[src/rtl/div5_serial.sv]
// div5_serial: sequential divide-by-5 engine.
// Radix-4 long division, two dividend bits per cycle, MSB first. Each step
// folds the running residue (0..4) with the next two dividend bits into a
// 5-bit value v (0..19), emitting one 2-bit quotient digit and the new residue.
// Optional feature macro: DIV5_REM_OUT_EN adds the out_remainder port.
module div5_serial #(
  parameter int WIDTH = 32
) (
  input  logic             clk,
  input  logic             rst,
  input  logic             in_valid,
  output logic             in_ready,
  input  logic [WIDTH-1:0] in_dividend,
  output logic             out_valid,
  input  logic             out_ready,
  output logic [WIDTH-1:0] out_quotient,
`ifdef DIV5_REM_OUT_EN
  output logic [2:0]       out_remainder,
`endif
  output logic             busy
);

  localparam int HALF = WIDTH / 2;
  localparam int CW   = $clog2(HALF + 1);

  typedef enum logic [1:0] {
    S_IDLE = 2'd0,
    S_RUN  = 2'd1,
    S_DONE = 2'd2
  } state_t;

  state_t           state_q, state_d;
  logic [WIDTH-1:0] shift_q, shift_d;
  logic [WIDTH-1:0] quot_q, quot_d;
  logic [2:0]       r_q, r_d;
  logic [CW-1:0]    cnt_q, cnt_d;

  logic [4:0]       step_v;
  logic [1:0]       step_qd;
  logic [2:0]       step_r;
  logic             last_step;

  // One radix-4 residue step: v in 0..19 -> {digit 0..3, residue 0..4}.
  function automatic logic [4:0] div5_step(input logic [4:0] v);
    if (v >= 5'd15)      return {2'd3, 3'(v - 5'd15)};
    else if (v >= 5'd10) return {2'd2, 3'(v - 5'd10)};
    else if (v >= 5'd5)  return {2'd1, 3'(v - 5'd5)};
    else                 return {2'd0, 3'(v)};
  endfunction

  // Residue step datapath on the current residue and top two unconsumed bits.
  always_comb begin
    step_v              = {r_q, shift_q[WIDTH-1:WIDTH-2]};
    {step_qd, step_r}   = div5_step(step_v);
    last_step           = (cnt_q == CW'(HALF - 1));
  end

  // Next-state and datapath update for the IDLE/RUN/DONE sequence.
  always_comb begin
    state_d = state_q;
    shift_d = shift_q;
    quot_d  = quot_q;
    r_d     = r_q;
    cnt_d   = cnt_q;
    case (state_q)
      S_IDLE: begin
        if (in_valid) begin
          shift_d = in_dividend;
          quot_d  = '0;
          r_d     = '0;
          cnt_d   = '0;
          state_d = S_RUN;
        end
      end
      S_RUN: begin
        quot_d  = {quot_q[WIDTH-3:0], step_qd};
        shift_d = {shift_q[WIDTH-3:0], 2'b00};
        r_d     = step_r;
        cnt_d   = cnt_q + CW'(1);
        if (last_step) state_d = S_DONE;
      end
      S_DONE: begin
        if (out_ready) state_d = S_IDLE;
      end
      default: state_d = S_IDLE;
    endcase
  end

  // State and datapath registers; reset discards any in-flight operation.
  always_ff @(posedge clk or posedge rst) begin
    if (rst) begin
      state_q <= S_IDLE;
      shift_q <= '0;
      quot_q  <= '0;
      r_q     <= '0;
      cnt_q   <= '0;
    end else begin
      state_q <= state_d;
      shift_q <= shift_d;
      quot_q  <= quot_d;
      r_q     <= r_d;
      cnt_q   <= cnt_d;
    end
  end

`ifdef DIV5_REM_OUT_EN
  logic [2:0] rem_out_q;

  // Capture the final residue on the last step; held until the next result.
  always_ff @(posedge clk or posedge rst) begin
    if (rst)                                rem_out_q <= '0;
    else if (state_q == S_RUN && last_step) rem_out_q <= step_r;
  end

  assign out_remainder = rem_out_q;
`endif

  // Handshake flags decode the state register only.
  assign in_ready     = (state_q == S_IDLE);
  assign out_valid    = (state_q == S_DONE);
  assign busy         = (state_q != S_IDLE);
  assign out_quotient = quot_q;

endmodule

[config.mk]
export PLATFORM = sky130hd
export DESIGN_NAME = div5_serial
export DESIGN_NICKNAME = d
export VERILOG_FILES = /design/src/rtl/div5_serial.sv
export SDC_FILE = /design/constraint.sdc
export NUM_CORES = 1
export LEC_CHECK = 0
export ABC_AREA = 1
export BUFFER_PORTS_ARGS = -buffer_cell sky130_fd_sc_hd__clkbuf_2
export CAP_MARGIN = 20
export CORE_ASPECT_RATIO = 1.4
export CORE_UTILIZATION = 30
export CTS_CLUSTER_SIZE = 25
export DETAILED_ROUTE_END_ITERATION = 6
export PLACE_DENSITY = 0.54
export SYNTH_ARGS = -nofsm -noshare
export SYNTH_HDL_FRONTEND = slang
export SYNTH_SLANG_ARGS = --single-unit
[constraint.sdc]
create_clock -name clk -period 3.8 [get_ports clk]
set_input_delay 0.57 -clock clk [delete_from_list [all_inputs] [get_ports clk]]
set_output_delay 0.57 -clock clk [all_outputs]
set_load 0.01 [all_outputs]
==> results.cfg <==
[critical_path]
worst_path_max_delay_cell = dfrtp_1
worstSetupStartpointType = flop
r2r_setup_slack_ns = 2.01
criticalPathCategory = flop to output port
critPathRequiredTime_ns = 3.23
worst-r2r-cell-count = 7
max_stage_delay_ns = 0.41
r2r_start = state_q[0]
cp_max_fo = 33
worstPathCellList = nor2_2 -> buf_4 -> inv_1 -> clkbuf_2
reg2reg_to = shift_q[8]
critPathArrivalTime_ns = 1.40
crit_path_start = state_q[0]
cp-end-kind = output port
endpoint = busy

[timing]
clock_skew_ns = 0.00609
final-hold-violation-count = 0
finalCritPeriodShare_pct = 51.9
rsz0062_at_grt = false
worst_slew_pin_slew_ns = 0.702
final.setup.worst_slack_ns = 1.83
max_freq_mhz = 507
timing.slew.headroom_pct = 53.2
period_minus_slack_ns = 1.97
tns_ns = 0
slew_viol_final = 0
setup-violations-final = 0

[floorplanning]
die_width_um = 92.2
die_y_um = 128
die_area_um2 = 11800
start_util_pct = 31.1
ios = 71
core_um2 = 11000
placementRows = 45

[clocking]
path_clk_slew_ns = 0.06
htree_num_levels = 3
cts_root_buf = clkbuf_16
cts-buffers-inserted = 9
cts_tree = done
postCtsSetupBuffers = 0
cts_resized = 0
cts_sinks = 74
clk_latency_ns = 0.32
cts_hold_buf = 0
clock_path_buffers = 2

[yosys]
syn_area_per_cell_um2 = 9.70
synth.distinct_cells = 26
synth.top_cell.area_share_pct = 54.2
synth_fp_nets = 397
synth_seq_area_share_pct = 54.2
yosysWarnings = 0
synthTopCellsByArea = dfrtp_1 54%, inv_1 8.5%, o221ai_1 5.9%
ys_seq_elements = 74
netlist_instances = 352
netlist_area_um2 = 3410
synth_area_leader_cell = dfrtp_1

[power_and_ir_drop]
leakage_nw = 2.08
peakVddDrop_mv = 0.797
power.density_nw_per_um2 = 910

[global_routing]
grt_pass1_vias = 2497
grt_usage_pct = 13.0
grt_max_degree = 65
grt_pass1_wl_mm = 12.1
antenna_found_initial = 0
overflow = 0

[placed_design]
place_congestion = 0.712
place_ws_ns = 1.48
numPortBuffers = 70
dp_hpwl_mm = 5.13

[route]
wire_per_inst_um = 12.9
vias = 2648
drtPass1Iterations = 4
drt-initial-drc-count = 87
routed_wl_mm = 7.30
detail_route.vias_per_cell = 4.70
remaining_drc_errors = 0
ant_nets = 0

[cells_and_area]
nNetsFinal = 463
drive_gt1_share_pct = 23.9
diodes = 0
area_delta_synth_final_pct = 21.8
final_cell_mix = 76 x inv_1, 74 x dfrtp_1, 70 x clkbuf_2
area.sequential_um2 = 1850
multi_input_area_um2 = 1100
fin_util_pct = 37.9
layout_commonest_cell = inv_1
fillCellCount = 1155

[flow_run]
max-cap-violations = 0

[worst_hold_path]
holdCritPathClass = input pin to async pin

[status]
status = finished clean
final cells by class:
class	instances	share of cell area, %
inverter	79	7.13
timing repair buffer	76	9.50
clock buffer	11	5.59
sequential	74	44.5
tap	141	4.24
clock inverter	5	2.47
multi-input combinational	178	26.6
synth_stat cells:
master,instances
nand3b_1,1
o22ai_1,32
clkbuf_2,1
dfrtp_1,74
nor2_2,1
xor2_1,3
o211ai_1,1
nand2_1,40
o221ai_1,23
nor2_1,9
ha_1,9
nand3_1,38
a21oi_1,1
clkbuf_1,6
a22o_1,1
buf_2,2
buf_6,9
o221ai_2,5
nand2_2,1
nor2_4,1
o31ai_1,1
o21ai_0,8
o21ai_1,3
inv_1,77
inv_2,2
buf_4,3
cell families after synthesis:
kind of cell | synth area share [%]
compound gates | 16.4
flops | 54.2
fa+ha+maj | 3.30
simple gates | 11.9
buf+inv | 13.4
xor+xnor | 0.770
worst max-delay path, delay by kind of cell, from the launching register on:
family	cells	cell delay, ns
DFF	1	0.41
and+or+nand+nor	1	0.13
buffers and inverters	3	0.53
per-stage QoR:
step | instances | power [mW] | area [µm²] | hold WS (ns)
6_report | 564 | 3.79 | 4160 | 0.271
5_1_grt | 564 | 4.09 | 4160 | 0.321
4_1_cts | 564 | 3.83 | 4160 | 0.286
3_5_place_dp | 548 | 2.86 | 3820 | 0.490
3_3_place_gp | 548 | 2.82 | 3820 | 0.483
2_1_floorplan | 352 | 2.51 | 3410 | 0.471
worst min-delay path by stage:
stage | from | endpoint | slack [ns] | cells past startpoint
floorplan | shift_q[6] | shift_q[6] | 0.47 | 2
global placement | out_quotient[30] | out_quotient[30] | 0.48 | 2
detailed placement | shift_q[6] | shift_q[6] | 0.49 | 2
CTS | rst | shift_q[3] | 0.29 | 2
global route | rst | shift_q[5] | 0.32 | 2
finish | rst | shift_q[3] | 0.27 | 2
per-layer routing:
| metal | track usage, % | share of wire, % | up-vias |
|---|---|---|---|
| li1 | - | - | 1316 |
| met2 | 19.6 | 46 | 64 |
| met5 | 0 | 0 | - |
| met4 | 6.07 | 1.1 | 0 |
| met1 | 17.8 | 49 | 1261 |
| met3 | 2.61 | 3.9 | 7 |
registers in the layout, summed over array words and instances (netlist names):
signal	flops
out_quotient	32
shift_q	32
state_q	2
r_q	3
cnt_q	5
where the power goes:
part	switching (mW)	internal [mW]	leakage, nW
clock network	0.313	0.640	0.160
registers	0.180	1.14	0.932
logic	0.926	0.583	0.983
total	1.42	2.37	2.08
(Power assumes the default switching activity.)
